File: config.mk
export PLATFORM = sky130hd
export DESIGN_NAME = ai_matmul_dispatch
export DESIGN_NICKNAME = d
export VERILOG_FILES = /design/src/rtl/ai_accel_pkg.sv /design/src/rtl/ai_cmd_fifo.sv /design/src/rtl/ai_matmul_dispatch.sv
export SDC_FILE = /design/constraint.sdc
export NUM_CORES = 1
export LEC_CHECK = 0
export CORE_MARGIN = 10
export CORE_UTILIZATION = 55
export DETAILED_ROUTE_END_ITERATION = 7
export PLACE_DENSITY = 0.79
export SLEW_MARGIN = 5
export SYNTH_ARGS = -nofsm -noshare
export SYNTH_HDL_FRONTEND = slang
export SYNTH_SLANG_ARGS = --single-unit
export TNS_END_PERCENT = 10
File: constraint.sdc
create_clock -name clk -period 9.1 [get_ports clk]
set_input_delay 1.82 -clock clk [delete_from_list [all_inputs] [get_ports clk]]
set_output_delay 1.82 -clock clk [all_outputs]
set_load 0.01 [all_outputs]
File: src/rtl/ai_accel_pkg.sv
// Shared types and constants for the matrix-multiply command path.
// No logic; widths here fix the command/response datapath of the dispatcher and its FIFO.
// XLEN and TAG_WIDTH live here so that mm_cmd_t is one type shared by every user.
package ai_accel_pkg;

    localparam int XLEN      = 64;
    localparam int TAG_WIDTH = 4;

    localparam logic [2:0] DT_INT32 = 3'b010;
    localparam logic [2:0] DT_FP32  = 3'b101;

    typedef enum logic [2:0] {
        ST_IDLE   = 3'd0,
        ST_LAUNCH = 3'd1,
        ST_WAIT   = 3'd2,
        ST_RESP   = 3'd3,
        ST_FAULT  = 3'd4
    } dispatch_state_t;

    typedef enum logic [1:0] {
        RSP_OK        = 2'b00,
        RSP_BAD_DIMS  = 2'b01,
        RSP_BAD_DTYPE = 2'b10,
        RSP_TIMEOUT   = 2'b11
    } rsp_status_t;

    // dims = {8'h0, M, N, K}
    typedef struct packed {
        logic [TAG_WIDTH-1:0] tag;
        logic [2:0]           dtype;
        logic [31:0]          dims;
        logic [XLEN-1:0]      c;
        logic [XLEN-1:0]      b;
        logic [XLEN-1:0]      a;
    } mm_cmd_t;

    // A zero-sized dimension is never launched.
    function automatic logic dims_ok(input logic [31:0] dims);
        return (dims[23:16] != 8'd0) && (dims[15:8] != 8'd0) && (dims[7:0] != 8'd0);
    endfunction

    function automatic logic dtype_ok(input logic [2:0] dtype);
        return (dtype == DT_INT32) || (dtype == DT_FP32);
    endfunction

endpackage

File: src/rtl/ai_cmd_fifo.sv
// Synchronous FIFO of mm_cmd_t with full/empty flags; head visible combinationally.
// Latency: a pushed entry is visible at the head the cycle after the push.
// Backpressure: pushes while full and pops while empty are ignored; push+pop together both apply.
// Ports: clk, rst_n, push_i/push_dat_i, pop_i/pop_dat_o, full_o, empty_o.
module ai_cmd_fifo
    import ai_accel_pkg::*;
#(
    parameter int DEPTH = 4
) (
    input  logic    clk,
    input  logic    rst_n,
    input  logic    push_i,
    input  mm_cmd_t push_dat_i,
    input  logic    pop_i,
    output mm_cmd_t pop_dat_o,
    output logic    full_o,
    output logic    empty_o
);

    localparam int PW = $clog2(DEPTH);

    mm_cmd_t       mem_q [DEPTH];
    logic [PW-1:0] wr_ptr_q;
    logic [PW-1:0] rd_ptr_q;
    logic [PW:0]   count_q;
    logic          do_push;
    logic          do_pop;

    assign full_o    = (count_q == (PW+1)'(DEPTH));
    assign empty_o   = (count_q == '0);
    assign do_push   = push_i && !full_o;
    assign do_pop    = pop_i && !empty_o;
    assign pop_dat_o = mem_q[rd_ptr_q];

    // Storage needs no reset: count_q alone decides what is valid.
    always_ff @(posedge clk) begin
        if (do_push) begin
            mem_q[wr_ptr_q] <= push_dat_i;
        end
    end

    // Depth is a power of two, so pointers wrap by natural overflow.
    always_ff @(posedge clk or negedge rst_n) begin
        if (!rst_n) begin
            wr_ptr_q <= '0;
            rd_ptr_q <= '0;
            count_q  <= '0;
        end else begin
            if (do_push) begin
                wr_ptr_q <= wr_ptr_q + 1'b1;
            end
            if (do_pop) begin
                rd_ptr_q <= rd_ptr_q + 1'b1;
            end
            case ({do_push, do_pop})
                2'b10:   count_q <= count_q + 1'b1;
                2'b01:   count_q <= count_q - 1'b1;
                default: count_q <= count_q;
            endcase
        end
    end

endmodule

File: src/rtl/ai_matmul_dispatch.sv
// Matmul command front-end: queue, validate, launch, await done, return tagged response.
// Latency: push at T -> mm_enable at T+2; rsp_valid the cycle after mm_valid.
// Backpressure: cmd_ready = !full; RESP holds until rsp_ready, nothing launches meanwhile.
// Ports: cmd_* in (valid/ready), mm_* operands out + mm_result/mm_valid in,
//        rsp_* out (valid/ready), busy, sticky fault.
module ai_matmul_dispatch
    import ai_accel_pkg::*;
#(
    parameter int FIFO_DEPTH     = 4,
    parameter int TIMEOUT_CYCLES = 2**20
) (
    input  logic                 clk,
    input  logic                 rst_n,
    input  logic                 cmd_valid,
    output logic                 cmd_ready,
    input  logic [XLEN-1:0]      cmd_a_addr,
    input  logic [XLEN-1:0]      cmd_b_addr,
    input  logic [XLEN-1:0]      cmd_c_addr,
    input  logic [31:0]          cmd_dims,
    input  logic [2:0]           cmd_dtype,
    input  logic [TAG_WIDTH-1:0] cmd_tag,
    output logic                 mm_enable,
    output logic [2:0]           mm_data_type,
    output logic [XLEN-1:0]      mm_a_addr,
    output logic [XLEN-1:0]      mm_b_addr,
    output logic [XLEN-1:0]      mm_c_addr,
    output logic [31:0]          mm_dimensions,
    input  logic [XLEN-1:0]      mm_result,
    input  logic                 mm_valid,
    output logic                 rsp_valid,
    input  logic                 rsp_ready,
    output logic [TAG_WIDTH-1:0] rsp_tag,
    output logic [1:0]           rsp_status,
    output logic [XLEN-1:0]      rsp_result,
    output logic                 busy,
    output logic                 fault
);

    // Watchdog counts 0..TIMEOUT_CYCLES-1; keep at least one bit when disabled.
    localparam int               WD_W   = (TIMEOUT_CYCLES > 2) ? $clog2(TIMEOUT_CYCLES) : 1;
    localparam logic [WD_W-1:0]  WD_MAX = WD_W'(TIMEOUT_CYCLES - 1);

    mm_cmd_t              push_cmd;
    mm_cmd_t              head_cmd;
    logic                 fifo_full;
    logic                 fifo_empty;
    logic                 fifo_push;
    logic                 fifo_pop;

    dispatch_state_t      state_q;
    logic [WD_W-1:0]      wdog_q;
    logic                 mm_enable_q;
    logic [2:0]           mm_dtype_q;
    logic [31:0]          mm_dims_q;
    logic [XLEN-1:0]      mm_a_q;
    logic [XLEN-1:0]      mm_b_q;
    logic [XLEN-1:0]      mm_c_q;
    logic                 rsp_valid_q;
    logic [TAG_WIDTH-1:0] rsp_tag_q;
    rsp_status_t          rsp_status_q;
    logic [XLEN-1:0]      rsp_result_q;
    logic                 fault_q;

    assign push_cmd = '{tag:   cmd_tag,
                        dtype: cmd_dtype,
                        dims:  cmd_dims,
                        c:     cmd_c_addr,
                        b:     cmd_b_addr,
                        a:     cmd_a_addr};

    // No pass-through when full, even if the FSM pops this cycle.
    assign cmd_ready = !fifo_full;
    assign fifo_push = cmd_valid && !fifo_full;
    assign fifo_pop  = (state_q == ST_IDLE) && !fifo_empty;

    ai_cmd_fifo #(
        .DEPTH (FIFO_DEPTH)
    ) u_cmd_fifo (
        .clk        (clk),
        .rst_n      (rst_n),
        .push_i     (fifo_push),
        .push_dat_i (push_cmd),
        .pop_i      (fifo_pop),
        .pop_dat_o  (head_cmd),
        .full_o     (fifo_full),
        .empty_o    (fifo_empty)
    );

    always_ff @(posedge clk or negedge rst_n) begin
        if (!rst_n) begin
            state_q      <= ST_IDLE;
            wdog_q       <= '0;
            mm_enable_q  <= 1'b0;
            mm_dtype_q   <= '0;
            mm_dims_q    <= '0;
            mm_a_q       <= '0;
            mm_b_q       <= '0;
            mm_c_q       <= '0;
            rsp_valid_q  <= 1'b0;
            rsp_tag_q    <= '0;
            rsp_status_q <= RSP_OK;
            rsp_result_q <= '0;
            fault_q      <= 1'b0;
        end else begin
            mm_enable_q <= 1'b0;
            case (state_q)
                ST_IDLE: begin
                    if (!fifo_empty) begin
                        rsp_tag_q <= head_cmd.tag;
                        if (!dims_ok(head_cmd.dims)) begin
                            rsp_status_q <= RSP_BAD_DIMS;
                            rsp_result_q <= '0;
                            rsp_valid_q  <= 1'b1;
                            state_q      <= ST_RESP;
                        end else if (!dtype_ok(head_cmd.dtype)) begin
                            rsp_status_q <= RSP_BAD_DTYPE;
                            rsp_result_q <= '0;
                            rsp_valid_q  <= 1'b1;
                            state_q      <= ST_RESP;
                        end else begin
                            // Only place the operand registers ever change.
                            mm_dtype_q  <= head_cmd.dtype;
                            mm_dims_q   <= head_cmd.dims;
                            mm_a_q      <= head_cmd.a;
                            mm_b_q      <= head_cmd.b;
                            mm_c_q      <= head_cmd.c;
                            mm_enable_q <= 1'b1;
                            state_q     <= ST_LAUNCH;
                        end
                    end
                end
                ST_LAUNCH: begin
                    wdog_q  <= '0;
                    state_q <= ST_WAIT;
                end
                ST_WAIT: begin
                    // Completion wins over a timeout landing in the same cycle.
                    if (mm_valid) begin
                        rsp_status_q <= RSP_OK;
                        rsp_result_q <= mm_result;
                        rsp_valid_q  <= 1'b1;
                        state_q      <= ST_RESP;
                    end else if ((TIMEOUT_CYCLES != 0) && (wdog_q == WD_MAX)) begin
                        rsp_status_q <= RSP_TIMEOUT;
                        rsp_result_q <= '0;
                        rsp_valid_q  <= 1'b1;
                        fault_q      <= 1'b1;
                        state_q      <= ST_RESP;
                    end else begin
                        wdog_q <= wdog_q + 1'b1;
                    end
                end
                ST_RESP: begin
                    if (rsp_ready) begin
                        rsp_valid_q <= 1'b0;
                        state_q     <= (rsp_status_q == RSP_TIMEOUT) ? ST_FAULT : ST_IDLE;
                    end
                end
                ST_FAULT: begin
                    // Terminal until reset; the FIFO keeps filling but nothing pops.
                    state_q <= ST_FAULT;
                end
                default: begin
                    state_q <= ST_IDLE;
                end
            endcase
        end
    end

    assign mm_enable     = mm_enable_q;
    assign mm_data_type  = mm_dtype_q;
    assign mm_dimensions = mm_dims_q;
    assign mm_a_addr     = mm_a_q;
    assign mm_b_addr     = mm_b_q;
    assign mm_c_addr     = mm_c_q;
    assign rsp_valid     = rsp_valid_q;
    assign rsp_tag       = rsp_tag_q;
    assign rsp_status    = rsp_status_q;
    assign rsp_result    = rsp_result_q;
    assign fault         = fault_q;
    assign busy          = (state_q != ST_IDLE) || !fifo_empty;

endmodule

=== Word level (Yosys, flattened, before mapping) ===
Memories as Yosys holds them, arrays and structs flattened.
Index checks and enable logic that the tools add are counted.
W data, S select, Z words.

* Add/sub/neg operators: 5
* Eq/ne operators: 17
* Muxes and demuxes: 37
* Bitwise logic cells: 2
* Reductions and logical operators: 27

{| class="wikitable"
|+ Operator list
! cell !! number
|-
| $mux W64 || 5
|-
| $pmux W64 S2 || 1
|-
| $mux W20 || 2
|-
| $pmux W20 S2 || 1
|-
| $reduce_bool A8 Y1 || 3
|-
| $add A20 B1 Y20 const B || 1
|-
| $eq A20 B20 Y1 const B || 1
|-
| $mux W3 || 5
|-
| $pmux W3 S5 || 1
|-
| $mux W2 || 7
|-
| $mux W1 || 12
|-
| $eq A3 B2 Y1 const B || 3
|-
| $eq A3 B3 Y1 const B || 3
|-
| $reduce_and A3 Y1 || 3
|-
| $ne A2 B2 Y1 const B || 4
|-
| $reduce_and A4 Y1 || 2
|-
| $logic_and A1 B1 Y1 || 6
|-
| $logic_not A3 Y1 || 2
|-
| $ne A3 B3 Y1 const B || 2
|-
| $pmux W3 S2 || 1
|-
| $reduce_bool A2 Y1 || 3
|-
| $reduce_bool A3 Y1 || 2
|-
| $reduce_and A5 Y1 || 1
|-
| $add A2 B1 Y2 const B || 2
|-
| 11 further kinds || 15
|}

* Register bits: 330
* Memory bits (writable): 924
* Output and inout port bits: 302
* Logic and storage cells: 105
* Memories kept: 1

{| class="wikitable"
|+ Memory list
! memory !! words !! width !! read ports !! clocked after memory_dff !! write ports !! line !! RTL
|-
| u_cmd_fifo.mem_q || 4 || 231 || 1 || 0 || 1 || ai_cmd_fifo.sv:22 || <nowiki>mm_cmd_t mem_q [DEPTH];</nowiki>
|}

=== Depth between registers and ports, before layout ===
Gate-level depths: netlist of the first run.
An unclocked memory read counts as a cell.

* Depth in word-level cells: 7
* Mapped depth: 11
* Mapped depth without buffers: 10

=== Cells and area by module ===
A second synthesis of the first run with hierarchy kept.

* Cell total of the unflattened synthesis: 2054
* Area, all modules: 46119.2 um2

{| class="wikitable"
|+ Modules (own cells, without submodules)
! module !! times used !! cells an instance !! area an instance (um2)
|-
| ai_cmd_fifo || 1 || 1244 || 33741.1
|-
| ai_matmul_dispatch || 1 || 810 || 12378.1
|}

=== Worst setup path before layout of the first run ===
Ideal clock, no wire load.

* Path kind: input to register
* From: input port cmd_valid
* To: memory u_cmd_fifo.mem_q[0][0] (netlist bit) (enable)
* Setup time: 0.623 ns
* Arrival time: 7.114 ns
* Data required time: 8.477 ns
* Setup slack: 1.364 ns
* Stages on the path: 1
* Path buffers: 0
* Cells stage by stage: and3_1

* Word-level cells in the longest chain between the ends: 4

{| class="wikitable"
|+ Ends and longest elaborated chain
! element !! line !! RTL
|-
| start, declared || ai_matmul_dispatch.sv:14 || <nowiki>input logic cmd_valid,</nowiki>
|-
| $logic_and A1 B1 Y1 || ai_matmul_dispatch.sv:73 || <nowiki>assign fifo_push = cmd_valid && !fifo_full;</nowiki>
|-
| $logic_and A1 B1 Y1 || ai_cmd_fifo.sv:31 || <nowiki>assign do_push = push_i && !full_o;</nowiki>
|-
| $mux W1 || ai_cmd_fifo.sv:37 || <nowiki>if (do_push) begin</nowiki>
|-
| $mux W1 (not written as such) || ai_cmd_fifo.sv:38 || <nowiki>mem_q[wr_ptr_q] <= push_dat_i;</nowiki>
|-
| end, declared || ai_cmd_fifo.sv:22 ||
|}

No other way between the ends.

=== Final worst setup path of the first run ===
* From: register u_cmd_fifo.rd_ptr_q[1]
* To: register mm_a_q[10] (netlist: mm_a_addr[10])

* Word-level cells in the longest chain between the ends: 5
* Elaborated cells on any way between the ends: 10

{| class="wikitable"
|+ Ends and longest elaborated chain
! element !! line !! RTL
|-
| start, declared || ai_cmd_fifo.sv:24 || <nowiki>logic [PW-1:0] rd_ptr_q;</nowiki>
|-
| start signal, assigned || ai_cmd_fifo.sv:53 || <nowiki>rd_ptr_q <= rd_ptr_q + 1'b1;</nowiki>
|-
| $mem_v2 Z4 W231 (*) || n/a ||
|-
| $reduce_bool A8 Y1 || ai_accel_pkg.sv:39 || <nowiki>return (dims[23:16] != 8'd0) && (dims[15:8] != 8'd0) && (dims[7:0] != 8'd0);</nowiki>
|-
| $logic_and A1 B1 Y1 (2 in series) || ai_accel_pkg.sv:39 ||
|-
| $reduce_and A4 Y1 (no line) || n/a ||
|-
| end signal, assigned || ai_matmul_dispatch.sv:124 || <nowiki>mm_a_q <= head_cmd.a;</nowiki>
|-
| end, declared || ai_matmul_dispatch.sv:55 || <nowiki>logic [XLEN-1:0] mm_a_q;</nowiki>
|}

Every way passes the cells marked *; elsewhere a longest branch is shown, timed or not.
A chain may end at the register's enable or synchronous reset.

==> impl_metrics.ini, run 1 <==
[clock_tree]
clk_latency_ps = 690
post_cts_buffers = 0
root_buffer = clkbuf_16
cts_tree = yes
h-tree-depth = 3
cts.sinks = 1254
cts_resized = 0
clk_pin_slew_ps = 60
clockBufferDepth = 3
ctsHoldBuffers = 0
cts_buffers = 120

[drt]
drc = 0
routedWlPerCell_um = 27.0
wirelength_um = 106000
antenna_left = 0
first_pass_iters = 5
viasPerCell = 5.66
drtIter0Drc = 1884
vias = 22340

[min_path]
holdPathStages = 1
min_to = rsp_result[51]
holdCritStartpoint = rsp_result[51]
hp-class = register to register

[synth]
synth_edf_count = 924
syn_nets = 2347
ys.flop_type = edfxtp_1
syn_avg_cell_area_um2 = 23.0
ys_ff_latch = 1254
syn_area_um2 = 46900
synth_seq_area_share_pct = 76.8
async_flop_share_pct = 26.3
synth_cells = 2040
ys_types = 51
yosys_warnings = 0

[worst_setup_path]
critPathMaxStageDelay_ps = 940
worstRegToRegCells = 8
reg2reg_setup_slack_ps = 4180
crit_chain = buf_4 -> mux4_2 -> nor4_1 -> nand2_1 -> nand3_2 -> nor2_4 -> buf_12 -> mux2_2
r2r_start = u_cmd_fifo.rd_ptr_q[1]
cp-end-kind = register
worstSetupStartpointType = register
crit_type = register to register
arrival_ps = 5470
crit_required_ps = 9650
critPathSlowestCell = dfrtp_4
r2r-end = mm_a_addr[10]
cp_max_fo = 104

[placement]
place_hpwl_um = 66600
gp_congestion = 0.875
placed_cells = 3710
port_buffers = 601
place_area_um2 = 54000

[timing]
period_needed_ps = 4920
slew_viol_final = 0
fin_hold_ws_ps = 500
fin_tns_setup_ps = 0
fin_crit_sh_pct = 54.0
slew-limit-headroom_pct = 23.2
skew_ps = 38.3
tightest_slew_ps = 1150
finalHoldViolations = 0
max_clock_freq_ghz = 0.203
rsz0062_at_grt = no
setup_viol = 0

[global_route]
grt_first_pass_wirelength_um = 160000
overflow = 0
grt_pass1_vias = 24125
antenna_found_initial = 19
grt_max_degree = 158
grt_usage_pct = 21.7

[run]
drv_cap = 0

[pwr]
power.switching_uw = 5390
leakage_uw = 0.0206
irDropWorstVdd_mv = 0.227
power_per_cell_area_nw_per_um2 = 328
p_int_uw = 13600
clockPowerShare_pct = 25.7
switching_share_pct = 28.3
combPwrFrac_pct = 29.7
pwr-share-seq_pct = 44.6
p_total_uw = 19000

[layout]
layout.cells.non_filler = 3949
syn_to_final_growth_pct = 23.6
drive_gt1_share_pct = 24.2
nets = 2995
final_area_um2 = 57900

[floorplan]
die_area_um2 = 97300
fp.dieH_um = 312
ios = 602
start_util_pct = 55.2
core_area_um2 = 84900
rows = 107
die_w_um = 312

[outcome]
status = complete, no violations
-- sequential cells by signal, indices dropped and copies added, names as in the netlist, 4 cells and up --
| signal | flops |
|---|---|
| mm_a_addr | 64 |
| mm_b_addr | 64 |
| mm_c_addr | 64 |
| mm_dimensions | 32 |
| rsp_result | 64 |
| rsp_tag | 4 |
| u_cmd_fifo.mem_q | 924 |
| wdog_q | 20 |
-- synthesized netlist by cell type (2+ instances only) --
library cell / instances / area, µm²
nand2_1: 20 / 75.1
mux4_2: 231 / 5200
or3_1: 2 / 12.5
buf_2: 23 / 115
nand3_1: 10 / 50.1
mux2_2: 12 / 135
ha_1: 6 / 75.1
a21oi_1: 4 / 20.0
a211oi_1: 2 / 15.0
o21ai_0: 6 / 30.0
mux2i_1: 3 / 30.0
and4_1: 3 / 26.3
buf_8: 19 / 285
nor2_1: 25 / 93.8
nand4_1: 4 / 25.0
mux2_4: 217 / 3260
xnor2_1: 8 / 70.1
clkbuf_1: 41 / 154
buf_6: 8 / 90.1
dfrtp_1: 330 / 8260
nor4_1: 6 / 37.5
xor2_1: 14 / 123
buf_4: 4 / 30.0
nand3b_1: 3 / 22.5
edfxtp_1: 924 / 27700
buf_1: 2 / 7.51
a22o_1: 64 / 561
and2_1: 3 / 18.8
nor3_1: 3 / 15.0
a22oi_1: 2 / 15.0
and3_1: 9 / 56.3
inv_1: 13 / 48.8
-- placed cells by master, fill, tap and decap left out, types with 10 or more instances in the layout --
cell type and n:
clkbuf_16 121, mux2_2 12, clkinv_2 25, buf_4 14
inv_1 13, a22o_1 64, xor2_1 14, nand2_1 20
clkbuf_8 16, mux2_4 217, clkdlybuf4s50_1 600, nand3_1 10
nor2_1 25, clkbuf_1 38, diode_2 11, mux4_2 231
edfxtp_1 924, dfrtp_1 328
-- worst max-delay path, delay by kind of cell (launching register included) --
family	cells	cell delay, ps
DFF	1	940
and+or+nand+nor	4	1280
muxes	2	810
buffers and inverters	2	1450
-- through the flow --
step           utilization [%]  setup slack [ps]
3_3_place_gp              63.6              4240
5_1_grt                   68.2              3940
4_1_cts                   68.2              4170
2_1_floorplan                -              1360
6_report                  68.2              4180
3_5_place_dp              63.6              4200
-- how the worst max path moves through the flow --
stage	startpoint	end	slack (ps)	cells past startpoint
final	u_cmd_fifo.rd_ptr_q[1]	mm_a_addr[10]	4180	8
after global routing	u_cmd_fifo.rd_ptr_q[1]	mm_a_addr[12]	3940	8
after CTS	u_cmd_fifo.rd_ptr_q[1]	mm_a_addr[9]	4170	8
after detailed placement	u_cmd_fifo.rd_ptr_q[1]	mm_a_addr[12]	4200	8
after global placement	u_cmd_fifo.rd_ptr_q[1]	mm_a_addr[9]	4240	8
after floorplan	cmd_valid	u_cmd_fifo.mem_q[0][0]	1360	1
-- final cells by class --
class	count	area, µm²
diodes	11	27.5
clock buffers	175	3390
clock inverters	53	553
fillers	5244	27000
inverters	13	48.8
multi-input cells	676	10200
flip-flops and latches	1254	36000
well taps	1144	1430
repair buffers	623	6290
-- power groups by stage --
stage                     registers (µW)  logic [µW]  clock network, µW
after floorplan                     8690        3270                  0
after global placement              8490        5590                  0
after detailed placement            8560        5730                  0
after CTS                           8490        5770               4980
after global routing                8620        6000               5210
final                               8480        5640               4890
-- per-layer routing --
layer / track usage (%) / wire [µm] / vias up
li1: - / - / 9598
met1: 26.9 / 40200 / 11767
met2: 37.8 / 56600 / 813
met3: 4.57 / 6880 / 148
met4: 7.23 / 2720 / 14
met5: 0 / 86 / -
-- cells by family (layout without fill, tap and decap cells) --
group           Yosys count  in the layout  share of synthesized area, %
flops                  1254           1254                          76.8
compound gates           86             86                          1.51
simple gates             98             98                          1.11
buf+inv                 110            864                          1.56
fa+ha+maj                 7              7                         0.203
mux                     463            463                          18.4
other cells               0             11                             0
xor+xnor                 22             22                         0.411
Note: power is estimated with default switching activity, not from simulation.
==> run 2: changes to the inputs <==
CORE_UTILIZATION = 50   (was 55)
PLACE_DENSITY = 0.76   (was 0.79)
clock period = 4.47 ns   (was 9.1 ns; I/O delays follow)
==> run 2 against run 1 <==
  * Setup slack worse by 3500 ps
  * Wire length up 1.9%
  * First-iteration DRC count down 4.1%
  * Clock skew down 12 ps
  * Non-clock buffer count up 36
  * Via count up 1.7%
  * Global-route usage down 1.3 points
  * Design area up 1.6%
  * Utilization down 5.1 points
  * Count of clock-buffer cells in the layout up 4
  * Die area up 9.3%
==> impl_metrics.ini, run 2 (synthesis gave the netlist of run 1 again) <==
[worst_setup_path]
reg2reg_setup_slack_ps = 690
cp-end-kind = register
arrival_ps = 4370
cp_max_fo = 27
worstSetupStartpointType = register
crit_required_ps = 5060
crit_type = register to register

[clock_tree]
cts_resized = 0
h-tree-depth = 4
clk_pin_slew_ps = 60
clk_latency_ps = 730
clockBufferDepth = 3
ctsHoldBuffers = 0
post_cts_buffers = 0
cts_tree = yes
cts.sinks = 1254
root_buffer = clkbuf_16
cts_buffers = 130

[drt]
vias = 22730
wirelength_um = 109000
drtIter0Drc = 1806
routedWlPerCell_um = 26.4
first_pass_iters = 5
viasPerCell = 5.53
drc = 0
antenna_left = 0

[timing]
setup_ws_ps = 687
period_needed_ps = 3780
slew-limit-headroom_pct = 18.5
tightest_slew_ps = 1220
rsz0062_at_grt = no
fin_tns_setup_ps = 0
setup_viol = 0
fin_crit_sh_pct = 84.6
skew_ps = 25.9
slew_viol_final = 0
finalHoldViolations = 0
max_clock_freq_ghz = 0.264

[global_route]
antenna_found_initial = 22
grt_pass1_vias = 24840
overflow = 0
grt_usage_pct = 20.4
grt_max_degree = 82
grt_first_pass_wirelength_um = 164000

[outcome]
status = complete, no violations

[pwr]
leakage_uw = 0.0210
power_per_cell_area_nw_per_um2 = 673
irDropWorstVdd_mv = 0.442

[floorplan]
fp.dieH_um = 326
die_area_um2 = 106000
ios = 602
start_util_pct = 50.3
die_w_um = 326
rows = 112
core_area_um2 = 93200

[layout]
final_cell_mix = 924 x edfxtp_1, 600 x clkdlybuf4s50_1, 328 x dfrtp_1
top_register = u_cmd_fifo.mem_q
multi_input_area_um2 = 10200
layout.cells.non_filler = 4108
largest_reg_flops = 924
n_fill_cell = 6135
layout_commonest_cell = edfxtp_1
drive_gt1_share_pct = 25.7
seqCellArea_um2 = 36000
syn_to_final_growth_pct = 25.6
nets = 3041

[placement]
gp_congestion = 0.816
place_hpwl_um = 70000
port_buffers = 601
placed_cells = 3856
pre_cts_slack_ps = 662

[min_path]
hp-class = input port to asynchronous set/reset pin

[run]
drv_cap = 0
==> run 2: changes by cell type in the layout (fill, tap and decap cells not counted), sizes merged <==
cell,previous run,this run
clkbuf,175,179
clkinv,39,43
inv,17,21
bufinv,7,8
buf,23,59
==> run 2: worst max-delay path, cell delays in order, from the launching register on <==
cell and delay [ps]:
dfrtp_4 760, buf_4 400, mux4_2 570, nor4_1 440, nand2_1 230, nand3_2 220
nor2_4 110, buf_12 200, buf_4 310, mux2_4 340
==> run 2: layer usage <==
layer	GRT usage, %	wire length, µm	share of wire [%]
met1	24.9	41200	38
met2	34.9	57000	53
met3	5.43	7450	6.9
met5	0	134	0.12
met4	6.90	2760	2.5
==> run 2: power by group <==
part	switching, µW	internal (µW)
Combinational	5370	6550
Clock	4360	6280
Sequential	1420	15600
==> run 2: cell type report <==
class / instances / area share [%]
sequential: 1254 / 61.2
multi-input combinational: 676 / 17.3
timing repair buffer: 659 / 11.5
clock buffer: 179 / 6.26
tap: 1254 / 2.67
clock inverter: 62 / 1.01
inverter: 13 / 0.0829
antenna: 11 / 0.0468
==> run 2: worst paths after layout <==
path                       cells past startpoint                      to                    from
max                                            9        mm_dimensions[6]  u_cmd_fifo.rd_ptr_q[0]
min                                            1           mm_c_addr[22]                   rst_n
max reg2reg                                    9        mm_dimensions[6]  u_cmd_fifo.rd_ptr_q[0]
min reg2reg                                    1                   fault                   fault
max in group asynchronous                      2  u_cmd_fifo.rd_ptr_q[1]                   rst_n
min in group clk                               1                   fault                   fault
==> run 2: through the flow <==
step / util (%) / hold WS (ps) / power (µW) / instance area (µm²)
finish: 63.2 / 197 / 39600 / 58900
global route: 63.2 / 219 / 41400 / 58900
CTS: 63.1 / 194 / 40100 / 58800
detailed placement: 58.5 / 466 / 29300 / 54500
global placement: 58.5 / 482 / 28900 / 54500
floorplan: - / 465 / 24300 / 46900
==> run 3: changes to the inputs <==
CORE_UTILIZATION = 55   (was 50)
PLACE_DENSITY = 0.79   (was 0.76)
clock period = 3.7 ns   (was 4.47 ns; I/O delays follow)
==> run 3 against run 2 <==
  * Maximum frequency increased by 11%
  * Clock power increased by 14%
  * Wire length increased by 0.76%
  * Cell count decreased by 2.6%
  * Design area decreased by 0.56%
  * Critical endpoint is now mm_a_addr[49]
  * First-iteration DRC count increased by 2.8%
  * Critical path depth decreased by 1
  * Via count decreased by 0.54%
  * Combinational power increased by 23%
  * Worst hold slack got worse by 140 ps
  * Sequential cell count unchanged
  * Critical path type unchanged
==> impl_metrics.ini, run 3 (synthesis gave the netlist of run 1 again) <==
[worst_setup_path]
crit_type = register to register
critPathMaxStageDelay_ps = 580
path_common_cell = buf_12
cp-end-kind = register
cp_max_fo = 63
crit_required_ps = 4260
crit_chain = buf_12 -> mux4_2 -> nor4_1 -> a22oi_1 -> nand3_2 -> nor2_4 -> buf_12 -> mux2_4
critPathSlowestCell = mux4_2
worstSetupStartpointType = register
cp_num_buf_inv = 2
arrival_ps = 3960
critical-path-top-delay-family = multiplexers

[pwr]
p_int_uw = 33800
combPwrFrac_pct = 30.9
clockPowerShare_pct = 25.6
irDropWorstVdd_mv = 0.561
power.switching_uw = 13400
pwr-share-seq_pct = 43.5
leakage_uw = 0.0209
power_per_cell_area_nw_per_um2 = 807
switching_share_pct = 28.4

[floorplan]
core_area_um2 = 84900
fp.dieH_um = 312
die_area_um2 = 97300
die_w_um = 312
ios = 602
start_util_pct = 55.2
rows = 107

[drt]
routedWlPerCell_um = 27.3
drtIter0Drc = 1856
antenna_left = 0
viasPerCell = 5.65
first_pass_iters = 5
drc = 0
vias = 22608
wirelength_um = 109000

[clock_tree]
h-tree-depth = 3
cts_buffers = 120
cts.sinks = 1254
ctsHoldBuffers = 0
cts_resized = 0
cts_tree = yes
clk_pin_slew_ps = 70
clk_latency_ps = 680
clockBufferDepth = 3
root_buffer = clkbuf_16
post_cts_buffers = 0

[timing]
setup_viol = 0
setup_ws_ps = 291
finalHoldViolations = 0
period_needed_ps = 3410
tightest_slew_ps = 1110
fin_crit_sh_pct = 92.1
rsz0062_at_grt = no
skew_ps = 35.1
fin_tns_setup_ps = 0
max_clock_freq_ghz = 0.293
slew-limit-headroom_pct = 25.7
slew_viol_final = 0

[global_route]
grt_max_degree = 105
antenna_found_initial = 37
grt_first_pass_wirelength_um = 162000
grt_usage_pct = 22.1
overflow = 0
grt_pass1_vias = 24360

[layout]
top_register = u_cmd_fifo.mem_q
nets = 3030
largest_reg_flops = 924
n_fill_cell = 5209
final_cell_mix = 924 x edfxtp_1, 600 x clkdlybuf4s50_1, 328 x dfrtp_1
seqCellArea_um2 = 36000
multi_input_area_um2 = 10200
drive_gt1_share_pct = 25.3
layout.cells.non_filler = 4000
syn_to_final_growth_pct = 24.9
layout_commonest_cell = edfxtp_1

[placement]
pre_cts_slack_ps = 116
place_hpwl_um = 69200
gp_congestion = 0.873
placed_cells = 3742
port_buffers = 601

[run]
drv_cap = 0

[min_path]
hp-class = input port to asynchronous set/reset pin

[outcome]
status = complete, no violations
run 3: changes by cell type in the layout (fill, tap and decap cells not counted), moves of 2 or more:
cell	delta
clkinv_4	+2
diode_2	+15
buf_4	-10
clkbuf_1	+2
clkbuf_16	-13
buf_12	+9
clkinv_8	-3
clkinv_2	-4
run 3: final cells by class:
cell class	instances	share of cell area, %
timing repair buffer	658	11.7
sequential	1254	61.5
clock inverter	61	0.992
multi-input combinational	676	17.4
clock buffer	168	5.75
antenna	26	0.111
tap	1144	2.45
inverter	13	0.0834
run 3: path summary, 6_finish.rpt:
path / startpoint / to / slack [ps] / cells after the start
min in group clk: fault / fault / 490 / 1
min reg2reg: fault / fault / 490 / 1
min: rst_n / mm_dimensions[26] / 60 / 1
max in group asynchronous: rst_n / mm_c_addr[35] / 2670 / 2
max reg2reg: u_cmd_fifo.rd_ptr_q[0] / mm_a_addr[49] / 290 / 8
max: u_cmd_fifo.rd_ptr_q[0] / mm_a_addr[49] / 290 / 8
run 3: metal layers:
layer | vias up | track usage (%) | part of all wire [%]
met3 | 177 | 5.62 | 6.8
met5 | - | 0 | 0.12
met2 | 816 | 37.4 | 52
li1 | 9703 | - | -
met1 | 11892 | 26.8 | 37
met4 | 20 | 9.93 | 3.8
run 3: power by group through the flow:
stage	Clock [µW]	Combinational (µW)	Sequential (µW)
floorplan	0	8040	21100
global placement	0	14400	20600
detailed placement	0	14800	20700
CTS	12300	14800	20600
global route	12900	15500	20800
finish	12100	14600	20600
run 3: worst register-to-register path: cells and delay by family (launching register included):
kind	cells	cell delay [ps]
compound gates	1	210
buf+inv	2	680
flops	1	470
mux	2	1120
simple gates	3	820
run 3: metrics by stage:
| stage | total power [µW] | instance area, µm² | hold WS (ps) | utilization (%) |
|---|---|---|---|---|
| after CTS | 47700 | 58400 | 34.4 | 68.8 |
| after floorplan | 29100 | 46900 | 444 | - |
| final | 47200 | 58500 | 57.1 | 69.0 |
| after global placement | 35000 | 54500 | 465 | 64.2 |
| after global routing | 49200 | 58500 | 67.5 | 68.9 |
| after detailed placement | 35500 | 54500 | 470 | 64.2 |
